**src/rtl/intersection_phase_arbiter.sv**
```systemverilog
// Four-approach traffic phase arbiter: round-robin green service with min/max
// dwell, yellow and all-red clearance, and emergency preemption.
module intersection_phase_arbiter #(
  parameter int GREEN_MIN = 4,
  parameter int GREEN_MAX = 8,
  parameter int YELLOW    = 2,
  parameter int ALL_RED   = 1
) (
  input  logic       clk,
  input  logic       rst,
  input  logic [3:0] req,
  input  logic       emg_req,
  input  logic [1:0] emg_dir,
  output logic [2:0] light_M1,
  output logic [2:0] light_M2,
  output logic [2:0] light_MT,
  output logic [2:0] light_S,
  output logic [1:0] gnt,
  output logic [1:0] phase
);

  typedef enum logic [1:0] {
    ST_IDLE    = 2'd0,
    ST_GREEN   = 2'd1,
    ST_YELLOW  = 2'd2,
    ST_ALL_RED = 2'd3
  } state_t;

  localparam logic [3:0] GMIN_T = 4'(GREEN_MIN - 1);
  localparam logic [3:0] GMAX_T = 4'(GREEN_MAX - 1);
  localparam logic [3:0] YEL_T  = 4'(YELLOW - 1);
  localparam logic [3:0] AR_T   = 4'(ALL_RED - 1);

  localparam logic [2:0] LT_GREEN  = 3'b001;
  localparam logic [2:0] LT_YELLOW = 3'b010;
  localparam logic [2:0] LT_RED    = 3'b100;

  state_t          state, state_n;
  logic [3:0]      timer, timer_n;
  logic [1:0]      gnt_q, gnt_n;
  logic [1:0]      last_gnt, last_n;
  logic [3:0][2:0] lights_q, lights_n;
  logic [1:0]      rr_win;
  logic            rr_hit;
  logic [1:0]      rr_idx;
  logic            competing;

  // Round-robin search starting just after the last served approach.
  always_comb begin
    rr_win = last_gnt;
    rr_hit = 1'b0;
    rr_idx = last_gnt;
    for (int k = 1; k <= 4; k++) begin
      rr_idx = last_gnt + k[1:0];
      if (!rr_hit && req[rr_idx]) begin
        rr_win = rr_idx;
        rr_hit = 1'b1;
      end
    end
  end

  assign competing = |(req & ~(4'b0001 << gnt_q));

  always_comb begin
    state_n = state;
    gnt_n   = gnt_q;
    timer_n = (timer == 4'd15) ? timer : timer + 4'd1;
    case (state)
      ST_IDLE: begin
        if (emg_req) begin
          state_n = ST_GREEN;
          gnt_n   = emg_dir;
        end else if (|req) begin
          state_n = ST_GREEN;
          gnt_n   = rr_win;
        end
      end
      ST_GREEN: begin
        if (emg_req) begin
          if (emg_dir != gnt_q) state_n = ST_YELLOW;
        end else if (competing) begin
          if (timer >= GMAX_T) state_n = ST_YELLOW;
        end else if (!req[gnt_q] && timer >= GMIN_T) begin
          state_n = ST_YELLOW;
        end
      end
      ST_YELLOW: begin
        if (timer == YEL_T) state_n = ST_ALL_RED;
      end
      ST_ALL_RED: begin
        if (timer == AR_T) begin
          if (emg_req) begin
            state_n = ST_GREEN;
            gnt_n   = emg_dir;
          end else if (|req) begin
            state_n = ST_GREEN;
            gnt_n   = rr_win;
          end else begin
            state_n = ST_IDLE;
          end
        end
      end
      default: state_n = ST_IDLE;
    endcase
    if (state_n != state) timer_n = 4'd0;
  end

  assign last_n = (state_n == ST_GREEN && state != ST_GREEN) ? gnt_n : last_gnt;

  // Lamps are decoded from the next state so they flip on the same edge.
  always_comb begin
    for (int i = 0; i < 4; i++) begin
      lights_n[i] = LT_RED;
      if (gnt_n == 2'(i)) begin
        if (state_n == ST_GREEN)  lights_n[i] = LT_GREEN;
        if (state_n == ST_YELLOW) lights_n[i] = LT_YELLOW;
      end
    end
  end

  always_ff @(posedge clk or posedge rst) begin
    if (rst) begin
      state    <= ST_IDLE;
      timer    <= 4'd0;
      gnt_q    <= 2'd0;
      last_gnt <= 2'd3;
      lights_q <= {4{LT_RED}};
    end else begin
      state    <= state_n;
      timer    <= timer_n;
      gnt_q    <= gnt_n;
      last_gnt <= last_n;
      lights_q <= lights_n;
    end
  end

  assign light_M1 = lights_q[0];
  assign light_M2 = lights_q[1];
  assign light_MT = lights_q[2];
  assign light_S  = lights_q[3];
  assign gnt      = gnt_q;
  assign phase    = state;

endmodule

```
**config.mk**
```make
export PLATFORM = sky130hd
export DESIGN_NAME = intersection_phase_arbiter
export DESIGN_NICKNAME = d
export VERILOG_FILES = /design/src/rtl/intersection_phase_arbiter.sv
export SDC_FILE = /design/constraint.sdc
export NUM_CORES = 1
export LEC_CHECK = 0
export ABC_AREA = 1
export BUFFER_PORTS_ARGS = -buffer_cell sky130_fd_sc_hd__buf_4
export CAP_MARGIN = 10
export CORE_MARGIN = 8
export CORE_UTILIZATION = 61
export DETAILED_ROUTE_END_ITERATION = 7
export GPL_ROUTABILITY_DRIVEN = 0
export GPL_TIMING_DRIVEN = 0
export MAX_ROUTING_LAYER = met4
export PLACE_DENSITY = 0.85
export SETUP_SLACK_MARGIN = 0.3
export SYNTH_ARGS = -nofsm -noshare
export SYNTH_HDL_FRONTEND = slang
export SYNTH_SLANG_ARGS = --single-unit
```
**constraint.sdc**
```tcl
create_clock -name clk -period 3.8 [get_ports clk]
set_input_delay 0.76 -clock clk [delete_from_list [all_inputs] [get_ports clk]]
set_output_delay 0.76 -clock clk [all_outputs]
set_load 0.05 [all_outputs]
```
-- Word-level counts from Yosys, hierarchy flattened
Cells that the tools add are included.
- flip-flop bits (word level): 22
- latch bits: 0
- RAM bits: 0
- memory bits (read-only): 0
- bits of input ports: 9
- output and inout port bits: 16
- word-level logic and storage cells: 91
- memories: 0
- add/sub/neg operators: 4
- multipliers: 0
- divide/modulo/power cells: 0
- magnitude comparators: 7
- equality and inequality tests: 14
- shift operators: 1
- muxes and demuxes: 41
- bitwise operators: 2
- reduce and logical (&&, ||, !) cells: 14
- operators by type and width (operator ; number):
    $mux W2 ; 16
    $mux W3 ; 6
    $lt A2 B3 Y1 const B ; 5
    $bmux W1 S2 ; 5
    $eq A2 B2 Y1 const B ; 5
    $mux W1 ; 10
    $mux W4 ; 2
    $pmux W2 S4 ; 1
    $reduce_or A4 Y1 ; 2
    $eq A2 B1 Y1 const B ; 3
    $logic_and A1 B1 Y1 ; 5
    $add A2 B2 Y2 const B ; 2
    $add A4 B1 Y4 const B ; 1
    $and A4 B4 Y4 ; 1
    $eq A4 B1 Y1 const B ; 1
    $eq A4 B4 Y1 const B ; 1
    $ge A4 B2 Y1 const B ; 1
    $ge A4 B3 Y1 const B ; 1
    $logic_not A1 Y1 ; 4
    $logic_not A2 Y1 ; 2
    $logic_not A4 Y1 ; 1
    $ne A2 B1 Y1 const B ; 2
    $ne A2 B2 Y1 ; 2
    $not A4 Y4 ; 1
    3 further kinds ; 3

-- Longest topological paths before layout
Gate-level depths: netlist of the first run.
- depth after elaboration: 19
- mapped depth: 18
- gate-level depth less buffers: 17

-- Least setup slack after synthesis of the first run
Ideal clock, no wire load.
- kind: input to register
- start: input req[2]
- end: register lights_q, in the netlist light_M1[2]
- library setup time: 0.088 ns
- arrival time: 2.182 ns
- required time: 3.712 ns
- setup slack: 1.529 ns
- stages: 13
- buffers on the path: 0
- cells stage by stage: nor2_1 -> nand3_1 -> nor2_1 -> o31ai_1 -> nand3_1 -> nand2_1 -> nand2_1 -> nand2_1 -> o21ai_0 -> inv_1 -> ha_1 -> inv_1 -> nand3_1
- RTL lines (item ; line ; source):
    start, declared ; 11 ; input logic [3:0] req,
    end signal, assigned ; 127 ; lights_q <= {4{LT_RED}};
    end signal, assigned ; 133 ; lights_q <= lights_n;
    end, declared ; 42 ; logic [3:0][2:0] lights_q, lights_n;

-- Worst setup path in the final report of the first run
- start: input req[2]
- end: register last_gnt[1]
- elaborated cells on any way between the ends: 43
- classes of those cells: 1 x eq/ne; 30 x mux; 1 x bitwise; 11 x reduce/logical
- RTL lines (item ; line ; source):
    $bmux W1 S2 ; 83 ; end else if (!req[gnt_q] && timer >= GMIN_T) begin
    $mux W1 (implied by the code) ; 83 ;
    $logic_not A1 Y1 ; 83 ;
    $logic_and A1 B1 Y1 ; 83 ;
    $mux W2 ; 83 ;
    $mux W2 ; 81 ; end else if (competing) begin
    $mux W2 ; 79 ; if (emg_req) begin
    $pmux W2 S4 (*) ; 68 ; case (state)
    net state_n[1] ; 38 ; state_t state, state_n;
    $eq A2 B1 Y1 (*) ; 108 ; assign last_n = (state_n == ST_GREEN && state != ST_GREEN) ? gnt_n : last_gnt;
    $logic_and A1 B1 Y1 (*) ; 108 ;
    end signal, assigned ; 132 ; last_gnt <= last_n;
    end, declared ; 41 ; logic [1:0] last_gnt, last_n;
The timed path passes the listed nets; every way through them passes the cells marked *. The select of a mux whose other input is x is not followed.
A chain may end at the register's enable or synchronous reset.

==> impl_metrics.py, run 1 <==
metrics = {
    "timing": {
        "setup_violations": 0,
        "fin_hold_ws_ns": 0.579,
        "fin_setup_tns_ns": 0,
        "drv_slew": 0,
        "finalHoldViolations": 0,
        "timing.fmax_mhz": 423,
        "period_share_pct": 62.3,
        "tightest_slew_ns": 0.814,
        "maxSlewHeadroom_pct": 45.6,
        "period_needed_ns": 2.37,
        "rsz0062_at_grt": "no",
        "skew_ns": 0.00554,
    },
    "global_route": {
        "antenna_found_initial": 0,
        "grt_first_pass_wirelength_um": 5730,
        "grt_max_degree": 23,
        "grt_overflow": 0,
        "grtUsageTotal_pct": 16.6,
        "grt_pass1_vias": 1379,
    },
    "power_and_ir_drop": {
        "swShare_pct": 54.5,
        "leakage_nw": 1.01,
        "power.switching_uw": 999,
        "internal-power_uw": 833,
        "pwr-share-comb_pct": 69.1,
        "peakVddDrop_uv": 793,
        "p_clk_share_pct": 9.7,
        "seqPwrFrac_pct": 21.2,
        "p_per_area_nw_per_um2": 965,
    },
    "synth": {
        "async_flop_share_pct": 100,
        "synth-edff-count": 0,
        "synth_cells": 219,
        "syn_nets": 238,
        "ys.flop_type": "dfrtp_1",
        "synth-seq-cells": 22,
        "ys_types": 29,
        "syn_area_um2": 1630,
        "yosysSeqAreaShare_pct": 34.3,
        "synth_top_area_share_pct": 24.6,
        "yosys_warnings": 0,
        "yosysMostFrequentCell": "nand2_1",
        "syn_avg_cell_area_um2": 7.44,
        "synth_top_cells_by_count": "49 x nand2_1, 30 x inv_1, 23 x nand3_1",
        "ys_top_cells_by_area": "dfrtp_1 25%, nand2_1 11%, dfstp_2 9.7%",
        "synth_area_leader_cell": "dfrtp_1",
    },
    "cells_and_area": {
        "multi_input_area_um2": 927,
        "fin_util_pct": 76.0,
        "syn2layout_area_growth_pct": 16.6,
        "drive_gt1_share_pct": 26.7,
        "fin_nets": 267,
        "n_fill_cell": 200,
        "diodes": 0,
        "seqCellArea_um2": 558,
        "layoutNonFillerInstCount": 277,
    },
    "place": {
        "dpl.hpwl_um": 2680,
        "io_buffers": 24,
        "place_inst": 273,
    },
    "die": {
        "die_h_um": 67.7,
        "fp.dieW_um": 67.7,
        "core_um2": 2500,
        "row_count": 18,
        "die-area_um2": 4580,
        "io_pins": 25,
        "initial_core_util_pct": 65.2,
    },
    "drt": {
        "antenna_left": 0,
        "first_iter_violations": 65,
        "vias_per_cell": 5.15,
        "routed_wl_um": 3380,
        "dr.pass1.iters": 4,
        "post-route-drc-count": 0,
        "wl_per_cell_um": 12.2,
        "route.vias.total": 1426,
    },
    "setup_path": {
        "max_stage_delay_ns": 0.30,
        "slowest_stage": "nor2_1",
        "path_cells": "buf_4 -> nor2_1 -> nand3_1 -> nor2_1 -> o31ai_1 -> nand3_1 -> nand2_1 -> nand2_1 -> nand2_1 -> o21ai_0 -> inv_1 -> ha_1 -> inv_1 -> nor2_1 -> a21oi_1",
        "critical_path_class": "input port to flip-flop",
        "path_delay_family": "simple AND/OR/NAND/NOR gates",
        "cp.required_ns": 4.04,
        "crit_buf_inv": 3,
        "crit_arrival_ns": 2.61,
        "end_kind": "flip-flop",
        "crit_path_max_fanout": 5,
        "crit_path_start_kind": "input port",
    },
    "clock_tree": {
        "clk_pin_slew_ns": 0.12,
        "cts_resized": 0,
        "numClockSinks": 22,
        "clockRootBuffer": "clkbuf_4",
        "cts_buffers": 3,
        "cts_buffer_depth": 2,
        "clock_latency_ns": 0.31,
        "cts-hold-fix-buffers": 0,
        "cts.htree.levels": 1,
        "cts_tree": "built",
        "cts_setup_buffers": 0,
    },
    "min_path": {
        "holdCritPathClass": "flip-flop to flip-flop",
    },
    "job": {
        "cap_violations": 0,
    },
    "outcome": {
        "status": "completed",
    },
}
==> sequential cells by signal, indices dropped and copies added (netlist names) <==
name / flops
light_M1: 3
timer: 4
light_S: 3
light_M2: 3
gnt: 2
last_gnt: 2
phase: 2
light_MT: 3
==> power by group through the flow <==
stage	combinational [mW]	clock [mW]	sequential, mW
after floorplan	0.846	0	0.546
after global placement	1.23	0	0.393
after detailed placement	1.26	0	0.393
after CTS	1.27	0.184	0.388
after global routing	1.40	0.194	0.402
final	1.27	0.178	0.388
==> worst min-delay path: stages (launching register included) <==
cell and delay [ns]:
dfstp_2 0.43, nor2_1 0.10, a21oi_1 0.06
==> final timing paths <==
path | from | to | slack (ns) | cells after the start
worst max-delay path | req[2] | last_gnt[1] | 1.43 | 15
worst min-delay path | last_gnt[1] | last_gnt[1] | 0.58 | 2
worst max register to register | gnt[1] | last_gnt[1] | 1.50 | 15
worst min register to register | last_gnt[1] | last_gnt[1] | 0.58 | 2
max in group asynchronous | rst | timer[3] | 2.70 | 2
min in group asynchronous | rst | light_MT[0] | 0.60 | 2
==> kinds of logic after synthesis <==
| family | after synthesis | share of synthesized area, % |
|---|---|---|
| buf+inv | 35 | 8.83 |
| compound gates | 32 | 11.9 |
| xor+xnor | 2 | 1.08 |
| fa+ha+maj | 10 | 7.68 |
| mux | 1 | 0.614 |
| flops | 22 | 34.3 |
| simple gates | 117 | 35.6 |
==> placed cells by master, fill, tap and decap left out, drive strengths merged, types with 3 or more instances in the layout <==
cell,n
a21oi,12
nor2,22
dfstp,6
nand2,69
nand3,25
clkbuf,3
inv,34
buf,25
o21ai,15
ha,10
dfrtp,16
==> metal layers <==
metal	track usage, %	wire [um]	vias to the layer above
met5	-	0	-
met1	18.4	1400	645
met4	4.96	32	0
li1	-	-	750
met2	28.4	1780	27
met3	4.30	163	4
==> per-stage QoR <==
step,cell area [um^2],setup WS (ns),total power [mW]
CTS,1900,1.45,1.84
finish,1900,1.43,1.83
detailed placement,1850,1.13,1.65
global route,1900,1.22,1.99
global placement,1850,1.12,1.62
floorplan,1630,1.53,1.39
==> layout make-up <==
type / count / share of cell area (%)
plain buffers: 1 / 0.593
clock buffers: 3 / 1.19
clock inverters: 1 / 1.58
inverters: 34 / 6.98
multi-input cells: 162 / 48.8
flip-flops and latches: 22 / 29.4
well taps: 30 / 1.98
repair buffers: 24 / 9.49
Note: power is estimated with default switching activity, not from simulation.
==> inputs of run 2 (changes only) <==
--- a/config.mk
+++ b/config.mk
@@ -5,16 +5,16 @@
 export SDC_FILE = /design/constraint.sdc
 export NUM_CORES = 1
 export LEC_CHECK = 0
-export ABC_AREA = 1
+export ABC_AREA = 0
 export BUFFER_PORTS_ARGS = -buffer_cell sky130_fd_sc_hd__buf_4
 export CAP_MARGIN = 10
 export CORE_MARGIN = 8
-export CORE_UTILIZATION = 61
+export CORE_UTILIZATION = 56
 export DETAILED_ROUTE_END_ITERATION = 7
 export GPL_ROUTABILITY_DRIVEN = 0
 export GPL_TIMING_DRIVEN = 0
 export MAX_ROUTING_LAYER = met4
-export PLACE_DENSITY = 0.85
+export PLACE_DENSITY = 0.79
 export SETUP_SLACK_MARGIN = 0.3
 export SYNTH_ARGS = -nofsm -noshare
 export SYNTH_HDL_FRONTEND = slang
==> constraint.sdc (replaced) <==
create_clock -name clk -period 2.2 [get_ports clk]
set_input_delay 0.44 -clock clk [delete_from_list [all_inputs] [get_ports clk]]
set_output_delay 0.44 -clock clk [all_outputs]
set_load 0.05 [all_outputs]
==> impl_metrics.py, run 2 <==
metrics = {
    "clock_tree": {
        "cts_buffer_depth": 2,
        "numClockSinks": 22,
        "cts_tree": "built",
        "cts_buffers": 3,
        "clock_latency_ns": 0.31,
        "clk_pin_slew_ns": 0.12,
        "cts-hold-fix-buffers": 0,
        "clockRootBuffer": "clkbuf_4",
        "cts.htree.levels": 1,
    },
    "cells_and_area": {
        "fin_nets": 227,
        "regMostFlops": "timer",
        "n_fill_cell": 158,
        "syn2layout_area_growth_pct": 45.8,
        "final_common_cell": "buf_4",
        "layout_common_cells": "43 x buf_4, 13 x dfrtp_1, 7 x inv_1, 7 x nor2_1, 7 x nor3_1",
        "largest_register_ffs": 4,
        "diodes": 0,
        "layoutNonFillerInstCount": 238,
        "drive_gt1_share_pct": 52.7,
        "fin_util_pct": 82.7,
    },
    "global_route": {
        "grt_first_pass_wirelength_um": 6590,
        "grtUsageTotal_pct": 18.7,
        "grt_max_degree": 23,
        "grt_overflow": 0,
        "grt_pass1_vias": 1426,
        "antenna_found_initial": 0,
    },
    "synth": {
        "syn_nets": 178,
        "yosysMostFrequentCell": "dfrtp_1",
        "synth_cells": 159,
        "synth_top_area_share_pct": 26.5,
        "synth-seq-cells": 22,
        "synth_top_cells_by_count": "16 x dfrtp_1, 13 x inv_1, 10 x ha_1",
        "ys_types": 52,
        "ys_top_cells_by_area": "dfrtp_1 27%, dfstp_2 10%, ha_1 8.3%",
        "yosysSeqAreaShare_pct": 37.0,
        "async_flop_share_pct": 100,
        "synth_area_leader_cell": "dfrtp_1",
        "syn_avg_cell_area_um2": 9.50,
        "synth-edff-count": 0,
        "ys.flop_type": "dfrtp_1",
        "yosys_warnings": 0,
        "syn_area_um2": 1510,
    },
    "die": {
        "die-area_um2": 4610,
        "die_h_um": 67.9,
        "fp.dieW_um": 67.9,
        "io_pins": 25,
        "core_um2": 2660,
        "initial_core_util_pct": 56.7,
        "row_count": 19,
    },
    "timing": {
        "fin_setup_tns_ns": -8.20,
        "period_needed_ns": 2.96,
        "rsz0062_at_grt": "yes",
        "timing.fmax_mhz": 338,
        "maxSlewHeadroom_pct": 48.0,
        "finalHoldViolations": 0,
        "skew_ns": 0.00155,
        "setup_violations": 15,
        "drv_slew": 0,
        "fin_hold_ws_ns": 0.262,
        "period_share_pct": 135,
        "setup_ws_ns": -0.763,
        "tightest_slew_ns": 0.779,
    },
    "drt": {
        "post-route-drc-count": 0,
        "first_iter_violations": 151,
        "wl_per_cell_um": 19.5,
        "route.vias.total": 1522,
        "dr.pass1.iters": 4,
        "antenna_left": 0,
        "vias_per_cell": 6.39,
        "routed_wl_um": 4640,
    },
    "setup_path": {
        "crit_path_start_kind": "flip-flop",
        "path_cells": "buf_4 -> ha_2 -> a21oi_1 -> a211oi_2 -> a2111oi_2 -> or4b_4 -> a21o_1 -> ha_4 -> or4_1",
        "crit_arrival_ns": 3.21,
        "crit_path_max_fanout": 6,
        "critical_path_class": "flip-flop to flip-flop",
        "cp.required_ns": 2.44,
        "slowest_stage": "or4b_4",
        "reg2reg_depth": 9,
        "end_kind": "flip-flop",
        "max_stage_delay_ns": 0.51,
    },
    "power_and_ir_drop": {
        "swShare_pct": 47.8,
        "p_per_area_nw_per_um2": 1700,
        "power.switching_mw": 1.79,
        "peakVddDrop_uv": 1370,
        "pwr-share-comb_pct": 73.5,
        "p_clk_share_pct": 8.3,
        "leakage_nw": 0.983,
        "seqPwrFrac_pct": 18.3,
        "internal-power_mw": 1.95,
    },
    "place": {
        "place_inst": 212,
        "dpl.hpwl_um": 2760,
        "io_buffers": 22,
    },
    "outcome": {
        "status": "finished, violations left",
        "violations": "setup timing",
    },
    "job": {
        "cap_violations": 0,
    },
    "min_path": {
        "holdCritPathClass": "input port to asynchronous set/reset pin",
    },
}
==> run 2: final cells by class <==
class                   count  area [um^2]  share of cell area (%)
plain buffers               9         65.1                    2.95
repair buffers             44          334                    15.2
clock buffers               3         22.5                    1.02
multi-input cells         115         1100                    50.0
inverters                  13         48.8                    2.22
flip-flops and latches     22          562                    25.5
well taps                  31         38.8                    1.76
clock inverters             1         30.0                    1.36
==> run 2: kinds of logic (layout without fill, tap and decap cells) <==
kind of cell	count (synthesis)	in the layout	share of synthesized area [%]
muxes	3	3	2.07
xor gates and xnor gates	3	3	1.74
AOI/OAI and AO/OA	47	47	23.8
and+or+nand+nor	52	52	21.1
buffers and inverters	22	70	6.05
DFF	22	22	37.0
adders and majority gates	10	10	8.29
==> run 2: path summary, 6_finish.rpt <==
check	start	endpoint	slack, ns
worst max-delay path	timer[0]	light_MT[2]	-0.76
worst min-delay path	rst	light_M1[0]	0.26
worst max register to register	timer[0]	light_MT[2]	-0.76
worst min register to register	last_gnt[1]	last_gnt[1]	0.52
max in group asynchronous	rst	phase[1]	1.41
min in group clk	last_gnt[1]	last_gnt[1]	0.52
==> run 2: power groups by stage <==
stage	Sequential (mW)	Clock (mW)	Combinational [mW]
after floorplan	0.959	0	1.18
after global placement	0.682	0	1.86
after detailed placement	0.695	0	1.91
after CTS	0.686	0.313	2.23
after global routing	0.695	0.333	2.93
final	0.683	0.308	2.74
==> run 2: critical path, delay by kind of cell (launching register included) <==
kind / cells / cell delay [ns]
AND/OR/NAND/NOR: 2 / 1.02
AO/OA/AOI/OAI: 4 / 0.83
adder cells (fa/ha/maj): 2 / 0.47
buffers and inverters: 1 / 0.13
flip-flops: 1 / 0.43
==> run 2: timing repair <==
action                     in CTS  in global routing
pin swaps                       8                  8
gates resized for setup        21                 35
buffers inserted                9                 13
setup endpoints to repair      22                 22
==> run 2: per-layer routing <==
metal | global-route usage (%) | vias up | part of all wire (%)
li1 | - | 702 | -
met4 | 7.42 | 0 | 4.0
met3 | 2.13 | 19 | 6.6
met5 | - | - | 0
met1 | 21.3 | 732 | 38
met2 | 32.8 | 69 | 51
==> run 2: metrics by stage <==
step	setup WS (ns)	instance area, um^2	power [mW]
final	-0.763	2200	3.73
after global routing	-0.839	2200	3.95
after CTS	-0.704	1980	3.23
after detailed placement	-0.899	1770	2.61
after global placement	-0.875	1770	2.54
after floorplan	-0.711	1560	2.14
